`src/rtl/id_ex_stage.sv`:
```
// id_ex_stage: ID->EX pipeline register with valid/ready handshake.
//
// Ports
//   clk, rst                      rising-edge clock, synchronous active-high reset
//   in_valid / in_ready           upstream handshake
//   in_nop                        accepted entry is stored with ctrl forced to zero
//   in_ctrl, in_tag, in_data      entry payload
//   flush                         drop every held entry and the entry offered this cycle
//   out_valid / out_ready         downstream handshake
//   out_ctrl, out_tag, out_data   presented payload (ctrl is zero when out_valid=0)
//   occupancy                     registered count of held entries (0..2)
//
// Build option
//   ID_EX_STAGE_SKID_EN  defined: main + skid slot, in_ready is registered
//                                 (no combinational path from out_ready).
//                        undefined: single slot, in_ready = !out_valid || out_ready.
module id_ex_stage #(
  parameter int unsigned WORD_BITWIDTH = 32,
  parameter int unsigned CTRL_BITWIDTH = 10,
  parameter int unsigned TAG_BITWIDTH  = 15
) (
  input  logic                     clk,
  input  logic                     rst,
  input  logic                     in_valid,
  output logic                     in_ready,
  input  logic                     in_nop,
  input  logic [CTRL_BITWIDTH-1:0] in_ctrl,
  input  logic [TAG_BITWIDTH-1:0]  in_tag,
  input  logic [WORD_BITWIDTH-1:0] in_data,
  input  logic                     flush,
  output logic                     out_valid,
  input  logic                     out_ready,
  output logic [CTRL_BITWIDTH-1:0] out_ctrl,
  output logic [TAG_BITWIDTH-1:0]  out_tag,
  output logic [WORD_BITWIDTH-1:0] out_data,
  output logic [1:0]               occupancy
);

  logic                     in_xfer;
  logic                     out_xfer;
  logic [CTRL_BITWIDTH-1:0] in_ctrl_eff;

  logic                     main_valid_q, main_valid_d;
  logic [CTRL_BITWIDTH-1:0] main_ctrl_q,  main_ctrl_d;
  logic [TAG_BITWIDTH-1:0]  main_tag_q,   main_tag_d;
  logic [WORD_BITWIDTH-1:0] main_data_q,  main_data_d;
  logic [1:0]               occupancy_q,  occupancy_d;

`ifdef ID_EX_STAGE_SKID_EN
  logic                     skid_valid_q, skid_valid_d;
  logic [CTRL_BITWIDTH-1:0] skid_ctrl_q,  skid_ctrl_d;
  logic [TAG_BITWIDTH-1:0]  skid_tag_q,   skid_tag_d;
  logic [WORD_BITWIDTH-1:0] skid_data_q,  skid_data_d;
  logic                     in_ready_q,   in_ready_d;

  assign in_ready = in_ready_q;
`else
  assign in_ready = !main_valid_q || out_ready;
`endif

  always_comb begin
    in_ctrl_eff  = in_nop ? '0 : in_ctrl;
    out_xfer     = main_valid_q && out_ready;
    in_xfer      = in_valid && in_ready && !flush;

    main_valid_d = main_valid_q;
    main_ctrl_d  = main_ctrl_q;
    main_tag_d   = main_tag_q;
    main_data_d  = main_data_q;
`ifdef ID_EX_STAGE_SKID_EN
    skid_valid_d = skid_valid_q;
    skid_ctrl_d  = skid_ctrl_q;
    skid_tag_d   = skid_tag_q;
    skid_data_d  = skid_data_q;
`endif

    if (flush) begin
      // tag/data keep their last value; only valid and ctrl are cleared
      main_valid_d = 1'b0;
      main_ctrl_d  = '0;
`ifdef ID_EX_STAGE_SKID_EN
      skid_valid_d = 1'b0;
      skid_ctrl_d  = '0;
`endif
    end else if (!main_valid_q || out_xfer) begin
      // main slot is free this edge: refill from skid first to keep order
`ifdef ID_EX_STAGE_SKID_EN
      if (skid_valid_q) begin
        main_valid_d = 1'b1;
        main_ctrl_d  = skid_ctrl_q;
        main_tag_d   = skid_tag_q;
        main_data_d  = skid_data_q;
        skid_valid_d = 1'b0;
        skid_ctrl_d  = '0;
      end else
`endif
      if (in_xfer) begin
        main_valid_d = 1'b1;
        main_ctrl_d  = in_ctrl_eff;
        main_tag_d   = in_tag;
        main_data_d  = in_data;
      end else begin
        main_valid_d = 1'b0;
        main_ctrl_d  = '0;
      end
    end
`ifdef ID_EX_STAGE_SKID_EN
    else if (in_xfer) begin
      skid_valid_d = 1'b1;
      skid_ctrl_d  = in_ctrl_eff;
      skid_tag_d   = in_tag;
      skid_data_d  = in_data;
    end
    in_ready_d  = !skid_valid_d;
    occupancy_d = 2'(main_valid_d) + 2'(skid_valid_d);
`else
    occupancy_d = 2'(main_valid_d);
`endif
  end

  always_ff @(posedge clk) begin
    if (rst) begin
      main_valid_q <= 1'b0;
      main_ctrl_q  <= '0;
      main_tag_q   <= '0;
      main_data_q  <= '0;
      occupancy_q  <= '0;
`ifdef ID_EX_STAGE_SKID_EN
      skid_valid_q <= 1'b0;
      skid_ctrl_q  <= '0;
      skid_tag_q   <= '0;
      skid_data_q  <= '0;
      in_ready_q   <= 1'b1;
`endif
    end else begin
      main_valid_q <= main_valid_d;
      main_ctrl_q  <= main_ctrl_d;
      main_tag_q   <= main_tag_d;
      main_data_q  <= main_data_d;
      occupancy_q  <= occupancy_d;
`ifdef ID_EX_STAGE_SKID_EN
      skid_valid_q <= skid_valid_d;
      skid_ctrl_q  <= skid_ctrl_d;
      skid_tag_q   <= skid_tag_d;
      skid_data_q  <= skid_data_d;
      in_ready_q   <= in_ready_d;
`endif
    end
  end

  assign out_valid = main_valid_q;
  assign out_ctrl  = main_ctrl_q;
  assign out_tag   = main_tag_q;
  assign out_data  = main_data_q;
  assign occupancy = occupancy_q;

endmodule

```
`config.mk`:
```
export PLATFORM = sky130hd
export DESIGN_NAME = id_ex_stage
export DESIGN_NICKNAME = d
export VERILOG_FILES = /design/src/rtl/id_ex_stage.sv
export SDC_FILE = /design/constraint.sdc
export NUM_CORES = 1
export LEC_CHECK = 0
export BUFFER_PORTS_ARGS = -buffer_cell sky130_fd_sc_hd__buf_2
export CAP_MARGIN = 20
export CORE_MARGIN = 4
export CORE_UTILIZATION = 47
export CTS_BUF_LIST = sky130_fd_sc_hd__clkbuf_4 sky130_fd_sc_hd__clkbuf_8
export DETAILED_ROUTE_END_ITERATION = 10
export PLACE_DENSITY = 0.91
export SLEW_MARGIN = 40
export SYNTH_ARGS = -nofsm -noshare
export SYNTH_HDL_FRONTEND = slang
export SYNTH_SLANG_ARGS = --single-unit
```
`constraint.sdc`:
```
create_clock -name clk -period 1.6 [get_ports clk]
set_input_delay 0.32 -clock clk [delete_from_list [all_inputs] [get_ports clk]]
set_output_delay 0.32 -clock clk [all_outputs]
set_load 0.03 [all_outputs]
```
==> flow_summary_export.csv, run 1 <==
group,metric,value,unit
drt,drt_iter0_drc,68,
timing,fmax,689.6,MHz
setup_path,path_class,"reg -> out",
timing,hold_viol_final,0,
floorplanning,rows,26,
floorplanning,die_area,6585,um2
placed_design,dp_hpwl,3870,um
setup_path,slowest_delay,0.36,ns
floorplanning,start_util,48.93,%
drt,dr_wl_met2,2560,um
timing,finalSetupViolations,0,
placed_design,gp_congestion,0.6555,
drt,met3_length,429,um
yosys,syn_area,2515,um2
cts,clockRootBuffer,"clkbuf_8",
drt,top_layer_used,"met4",
drt,ant_nets,0,
placed_design,placed_cells,413,
setup_path,end_kind,"output pin",
finish,num-fill-cells,429,
setup_path,critPathLaunchType,"flip-flop",
job,cap_viol_max_count,0,
power_and_ir_drop,vdd_drop_max,0.5240,mV
yosys,synth_nets,299,
cts,clockBufferDepth,2,
yosys,synth_area_leaders,"dfxtp_1 (46%), nand2b_1 (23%), mux2i_1 (19%)",
finish,drive_gt1_share,40.22,%
global_route,grt_pass1_vias,1941,
floorplanning,core_area,5140,um2
setup_path,worstPathArrival,1.13,ns
global_route,grt_pass1_wl,8231,um
finish,insertedDiodeCount,0,
timing,grt_setup_unrepaired,"false",
yosys,yosys.cell_types.count,17,
timing,clock_skew,0.008075,ns
cts,cts.clk_slew.worst_paths,0.07,ns
worst_hold_path,hp-class,"in -> reg",
yosys,ys_warn_count,0,
floorplanning,ios,124,
setup_path,path_max_fanout,3,
placed_design,port_buffers,122,
drt,drc,0,
yosys,yosysSeqAreaShare,46.17,%
drt,wl_met1,2255,um
drt,drt-total-wl,5356,um
yosys,syn_avg_cell_area,10.66,um2
global_route,grt_overflow_total,0,
global_route,antenna_found_initial,0,
setup_path,required,1.28,ns
cts,htree_num_levels,3,
timing,maxSlewViolCount,0,
power_and_ir_drop,leakage,1.566,nW
global_route,grt_max_degree,65,
cts,cts_tree,"done",
finish,fin_cells,428,
setup_path,slowest_stage,"dfxtp_1",
yosys,syn-instance-count,236,
finish,areaGrowthSynthToFinish,31.34,%
outcome,status,"finished, final reports clean",
finish,nets,417,
yosys,synth_top_area_share,46.17,%
drt,routed_via_density,4.551,
drt,firstDrtPassIters,4,
power_and_ir_drop,power.total,0.003221,W
cts,post_cts_buffers,0,
power_and_ir_drop,power.density,975.2,nW/um2
yosys,synth_top_area_cell,"dfxtp_1",
global_route,grt_use_total,16.25,%
drt,vias,1948,
floorplanning,die_height,81.15,um
drt,route.detailed.wl_per_inst,12.51,um
cts,cts_buffers,9,
yosys,ys_seq_elements,58,
cts,cts_resized,0,
floorplanning,die_x,81.15,um
setup_path,crit_family,"flip-flops",
setup_path,cp_cell_sequence,"nor2b_4 > inv_2 > buf_2",
setup_path,crit_buf_inv,2,
timing,layout_min_cycle_time,1.450,ns
cts,cts-hold-fix-buffers,0,
timing,final.setup.tns,0,ns
cts,clk-insertion-delay-late,0.32,ns
timing,period_share,90.63,%
cts,cts.sinks,58,
[per-layer routing]
layer | global-route usage [%] | up-vias
li1 | - | 1003
met1 | 18.75 | 861
met2 | 27.01 | 72
met3 | 5.211 | 12
met4 | 8.108 | 0
met5 | 0 | -
[synth_stat cells]
library cell / number
nor2b_4: 1
conb_1: 1
nor3_1: 2
buf_2: 2
clkbuf_1: 9
dfxtp_1: 58
buf_12: 3
nor2_1: 1
buf_6: 1
a22o_1: 10
and3_1: 1
nor3_4: 1
nor3b_2: 1
mux2i_1: 47
buf_4: 3
inv_2: 1
nand2b_1: 94
[through the flow]
stage | area (um2) | utilization (%) | setup WS [ns] | hold WS [ns]
after global routing | 3303 | 64.26 | 0.09724 | 0.1947
after detailed placement | 3129 | 60.88 | 0.2367 | 0.4582
after floorplan | 2515 | - | 0.1441 | 0.3993
after CTS | 3303 | 64.26 | 0.1238 | 0.1937
final | 3303 | 64.26 | 0.1499 | 0.2099
after global placement | 3129 | 60.88 | 0.2690 | 0.4539
[cell usage in the layout, fill, tap and decap left out]
cell,n
buf_4,1
clkbuf_4,1
clkbuf_8,11
conb_1,1
mux2i_1,47
dfxtp_1,58
nor3_4,1
buf_12,2
nor3b_4,1
and3_1,1
a22o_1,10
inv_2,1
nand2b_1,94
clkinv_2,3
buf_2,122
nor3_1,2
nor2b_4,1
nor2_1,1
[registers in the layout, summed over array words and instances, names as in the netlist]
| register | count |
|---|---|
| occupancy | 1 |
| out_ctrl | 10 |
| out_data | 32 |
| out_tag | 15 |
[area by class of cell]
type	instances	area (um2)	share of cell area, %
Tap cell	70	87.58	2.652
Sequential cell	58	1161	35.15
Timing Repair Buffer	125	658.1	19.92
Multi-Input combinational cell	159	1219	36.89
Clock buffer	12	158.9	4.811
Clock inverter	3	15.01	0.4545
Inverter	1	3.754	0.1136
[cells by family (layout without fill, tap and decap cells)]
| kind of cell | count (synthesis) | count (layout) | synth area share, % |
|---|---|---|---|
| flops | 58 | 58 | 46.17 |
| buf+inv | 19 | 141 | 5.622 |
| mux | 47 | 47 | 18.71 |
| simple gates | 101 | 101 | 25.87 |
| compound gates | 10 | 10 | 3.482 |
| other cells | 1 | 1 | 0.1491 |
[final timing paths]
path	start	cells after the start	slack, ns	to
max	occupancy[0]	3	0.15	in_ready
min	in_ctrl[7]	2	0.21	out_ctrl[7]
max reg2reg	occupancy[0]	4	0.27	out_tag[9]
min reg2reg	out_data[22]	2	0.47	out_data[22]
[where the power goes]
| group | total, W | internal, W | switching (W) |
|---|---|---|---|
| Sequential | 0.00155 | 0.00151 | 0.0000342 |
| Combinational | 0.000502 | 0.000215 | 0.000287 |
| Clock | 0.00117 | 0.000647 | 0.000527 |
| Total | 0.00322 | 0.00237 | 0.000848 |
Power figures use the tool's default switching activity.
==> run 2: changes to the inputs <==
--- a/config.mk
+++ b/config.mk
@@ -7,8 +7,10 @@
 export LEC_CHECK = 0
 export BUFFER_PORTS_ARGS = -buffer_cell sky130_fd_sc_hd__buf_2
 export CAP_MARGIN = 20
+export CELL_PAD_IN_SITES_DETAIL_PLACEMENT = 1
+export CELL_PAD_IN_SITES_GLOBAL_PLACEMENT = 1
 export CORE_MARGIN = 4
-export CORE_UTILIZATION = 47
+export CORE_UTILIZATION = 35
 export CTS_BUF_LIST = sky130_fd_sc_hd__clkbuf_4 sky130_fd_sc_hd__clkbuf_8
 export DETAILED_ROUTE_END_ITERATION = 10
 export PLACE_DENSITY = 0.91
==> run 2 against run 1 <==
  * Non-clock buffer count is 1 higher
  * Worst hold slack worse by 0.0079 ns
  * Flip-flop and latch count stayed put
  * Die area is 31% higher
  * Clock-buffer cell count is 2 lower
  * Sequential share of layout area is 1.0 points lower
  * First-iteration DRC count is 47% lower
  * Wire length is 16% higher
  * Clock skew hardly changed
  * Utilization is 15 points lower
  * Setup slack worse by 0.032 ns
  * Global-route usage is 1.8 points lower
  * Critical path type unchanged
  * Largest cell class unchanged
==> flow_summary_export.csv, run 2 (same netlist as run 1, synthesis figures left out) <==
group,metric,value,unit
outcome,status,"finished, final reports clean",
power_and_ir_drop,power.total,0.003536,W
cts,post_cts_buffers,0,
global_route,grt_pass1_vias,2100,
finish,areaGrowthSynthToFinish,35.17,%
drt,top_layer_used,"met4",
drt,vias,2019,
power_and_ir_drop,leakage,1.595,nW
cts,cts_buffers,9,
timing,fmax,674.9,MHz
power_and_ir_drop,vdd_drop_max,0.4468,mV
worst_hold_path,hp-class,"in -> reg",
cts,cts.sinks,58,
drt,route.detailed.wl_per_inst,13.58,um
timing,finalSetupViolations,0,
placed_design,port_buffers,122,
global_route,grt_overflow_total,0,
setup_path,required,1.28,ns
cts,cts.clk_slew.worst_paths,0.07,ns
setup_path,worstPathArrival,1.16,ns
placed_design,gp_congestion,0.7537,
global_route,grt_pass1_wl,9901,um
timing,maxSlewViolCount,0,
floorplanning,core_area,6869,um2
global_route,grt_max_degree,64,
drt,ant_nets,0,
drt,drt_iter0_drc,36,
timing,clock_skew,0.008186,ns
drt,firstDrtPassIters,4,
setup_path,critPathLaunchType,"flip-flop",
cts,htree_num_levels,3,
drt,met3_length,456,um
finish,insertedDiodeCount,0,
cts,cts_resized,0,
drt,routed_via_density,4.428,
cts,cts-hold-fix-buffers,0,
cts,cts_tree,"done",
timing,layout_min_cycle_time,1.482,ns
finish,nets,418,
drt,drc,0,
floorplanning,ios,124,
job,cap_viol_max_count,0,
placed_design,dpl_cell_area,3182,um2
timing,final.setup.tns,0,ns
floorplanning,start_util,36.61,%
floorplanning,die_area,8605,um2
drt,wl_met1,2570,um
cts,clk-insertion-delay-late,0.32,ns
placed_design,dp_hpwl,4692,um
timing,hold_viol_final,0,
finish,layout_common_cells,"buf_2 (122), nand2b_1 (94), dfxtp_1 (58)",
finish,final_cell_area,3400,um2
floorplanning,rows,30,
setup_path,path_class,"reg -> out",
setup_path,end_kind,"output pin",
drt,dr_wl_met2,3083,um
finish,mostFrequentLayoutCell,"buf_2",
placed_design,placed_cells,440,
cts,clockRootBuffer,"clkbuf_8",
global_route,antenna_found_initial,0,
global_route,grt_use_total,14.45,%
finish,drive_gt1_share,40.56,%
setup_path,path_max_fanout,3,
timing,period_share,92.61,%
drt,drt-total-wl,6194,um
floorplanning,die_x,92.77,um
floorplanning,die_height,92.77,um
timing,grt_setup_unrepaired,"false",
cts,clockBufferDepth,2,
finish,fin_cells,456,
power_and_ir_drop,power.density,1040,nW/um2
finish,largest_reg_flops,32,
run 2: worst paths after layout:
kind,from,endpoint,slack [ns],depth (start not counted)
max,occupancy[0],in_ready,0.12,3
min reg2reg,out_data[30],out_data[30],0.47,2
max reg2reg,occupancy[0],out_tag[10],0.27,4
min,in_ctrl[0],out_ctrl[0],0.20,2
run 2: final cells by class:
type	count	area [um2]
inverter	1	3.754
clock inverter	6	80.08
multi-input combinational	159	1219
sequential	58	1161
clock buffer	10	137.6
fill	833	3470
timing repair buffer	126	678.2
tap	96	120.1
run 2: layer usage:
layer	vias to the layer above	track usage [%]
met1	939	17.04
met2	66	24.24
met4	0	5.495
met5	-	0
li1	1005	-
met3	9	4.793
run 2: power breakdown:
part	switching [W]	leakage, nW	internal (W)	total, W
clock network	0.000568	0.116	0.000908	0.00148
logic	0.000295	1.01	0.000220	0.000514
registers	0.0000340	0.474	0.00151	0.00154
total	0.000897	1.59	0.00264	0.00354
run 2: worst max-delay path: stages (launching register included):
cell	delay, ns
dfxtp_1	0.36
nor2b_4	0.22
inv_2	0.08
buf_2	0.18
run 2: stage by stage:
step	worst slack (ns)	util, %	hold WS (ns)
after floorplan	0.1441	-	0.3993
after global placement	0.2970	46.32	0.4539
after detailed placement	0.2315	46.32	0.4615
after CTS	0.07976	49.49	0.1883
after global routing	0.04723	49.49	0.1924
final	0.1183	49.49	0.2020
==> run 3: changes to the inputs <==
==> constraint.sdc (replaced) <==
create_clock -name clk -period 1.6 [get_ports clk]
set_input_delay 0.16 -clock clk [delete_from_list [all_inputs] [get_ports clk]]
set_output_delay 0.16 -clock clk [all_outputs]
set_load 0.03 [all_outputs]
==> run 3 against run 2 <==
  * Die area stayed put
  * Global-route usage is 0.59 points higher
  * Worst hold slack worse by 0.16 ns
  * Largest cell class unchanged
==> flow_summary_export.csv, run 3 (same netlist as run 1, synthesis figures left out) <==
group,metric,value,unit
global_route,antenna_found_initial,0,
floorplanning,core_area,6869,um2
finish,areaGrowthSynthToFinish,36.02,%
global_route,grt_pass1_vias,2260,
power_and_ir_drop,vdd_drop_max,0.5468,mV
cts,htree_num_levels,3,
setup_path,end_kind,"flip-flop",
setup_path,required,1.84,ns
worst_hold_path,hp-class,"in -> reg",
drt,top_layer_used,"met4",
drt,drt_iter0_drc,31,
setup_path,r2r_start,"occupancy[0]",
setup_path,worstPathArrival,1.58,ns
floorplanning,die_height,92.77,um
job,cap_viol_max_count,0,
setup_path,path_class,"reg -> reg",
outcome,status,"finished, final reports clean",
global_route,grt_use_total,15.05,%
finish,nets,418,
drt,dr_wl_met2,3210,um
finish,layout_common_cells,"buf_2 (122), nand2b_1 (94), dfxtp_1 (58)",
global_route,grt_overflow_total,0,
drt,met3_length,398,um
timing,final.setup.tns,0,ns
cts,cts.clk_slew.worst_paths,0.07,ns
drt,route.detailed.wl_per_inst,13.79,um
placed_design,gp_congestion,0.7182,
cts,cts_resized,0,
drt,wl_met1,2609,um
drt,drc,0,
drt,routed_via_density,4.430,
timing,clock_skew,0.01044,ns
cts,clockBufferDepth,2,
floorplanning,die_area,8605,um2
worst_hold_path,hp-start,"in_ctrl[2]",
timing,grt_setup_unrepaired,"false",
setup_path,path_max_fanout,27,
timing,layout_min_cycle_time,1.347,ns
placed_design,dpl_cell_area,3169,um2
cts,cts.sinks,58,
finish,mostFrequentLayoutCell,"buf_2",
global_route,grt_max_degree,63,
drt,drt-total-wl,6287,um
finish,largest_reg_flops,32,
floorplanning,ios,124,
floorplanning,start_util,36.61,%
finish,final_cell_area,3421,um2
setup_path,critPathLaunchType,"flip-flop",
timing,setup_slack,0.2526,ns
power_and_ir_drop,power.total,0.003728,W
global_route,grt_pass1_wl,10390,um
finish,num-fill-cells,816,
finish,final_util,49.80,%
drt,firstDrtPassIters,4,
drt,ant_nets,0,
cts,cts_buffers,9,
finish,drive_gt1_share,40.56,%
placed_design,place_ws,0.2508,ns
timing,finalSetupViolations,0,
timing,hold_viol_final,0,
timing,fmax,742.1,MHz
timing,period_share,84.22,%
timing,maxSlewViolCount,0,
power_and_ir_drop,leakage,1.604,nW
floorplanning,die_x,92.77,um
drt,vias,2020,
cts,clockRootBuffer,"clkbuf_8",
cts,post_cts_buffers,0,
power_and_ir_drop,power.density,1090,nW/um2
cts,cts_tree,"done",
floorplanning,rows,30,
placed_design,port_buffers,122,
finish,insertedDiodeCount,0,
cts,cts-hold-fix-buffers,0,
cts,clk-insertion-delay-late,0.32,ns
placed_design,dp_hpwl,4814,um
setup_path,crit_path_start,"occupancy[0]",
run 3: changes by cell type in the layout (fill, tap and decap cells not counted):
| cell | before | now |
|---|---|---|
| clkinv_2 | 4 | 2 |
| bufinv_16 | 2 | 3 |
| buf_4 | 1 | 2 |
| clkbuf_8 | 10 | 11 |
| buf_12 | 3 | 2 |
run 3: metrics by stage:
stage	hold WS (ns)	cells
2_1_floorplan	0.2393	236
3_3_place_gp	0.3702	440
3_5_place_dp	0.3804	440
4_1_cts	0.03057	456
5_1_grt	0.03173	456
6_report	0.04684	456
run 3: power by group:
part,switching [W],internal [W],total (W)
Combinational,0.000297,0.000216,0.000513
Sequential,0.0000344,0.00151,0.00155
Clock,0.000555,0.00111,0.00167
Total,0.000886,0.00284,0.00373
run 3: worst max-delay path, stage by stage, from the launching register on:
cell and delay, ns:
dfxtp_1 0.33, nor2b_4 0.15, nor3b_4 0.28, buf_12 0.26, mux2i_1 0.22
run 3: worst paths after layout:
path                   to  slack [ns]  depth (start not counted)
max reg2reg   out_tag[10]        0.25                          4
max           out_tag[10]        0.25                          4
min reg2reg  out_data[25]        0.47                          2
min           out_ctrl[2]        0.05                          2
run 3: final cells by class:
class                      instances  area [um2]  area share [%]
multi-input combinational        159        1219           35.63
sequential                        58        1161           33.94
timing repair buffer             126       665.6           19.46
clock buffer                      11       151.4           4.426
tap                               96       120.1           3.511
clock inverter                     5       100.1           2.926
inverter                           1       3.754          0.1097
run 3: per-layer routing:
metal | vias up | GRT usage, %
met3 | 6 | 3.981
li1 | 1002 | -
met4 | 0 | 5.250
met5 | - | 0
met2 | 64 | 27.41
met1 | 948 | 16.74
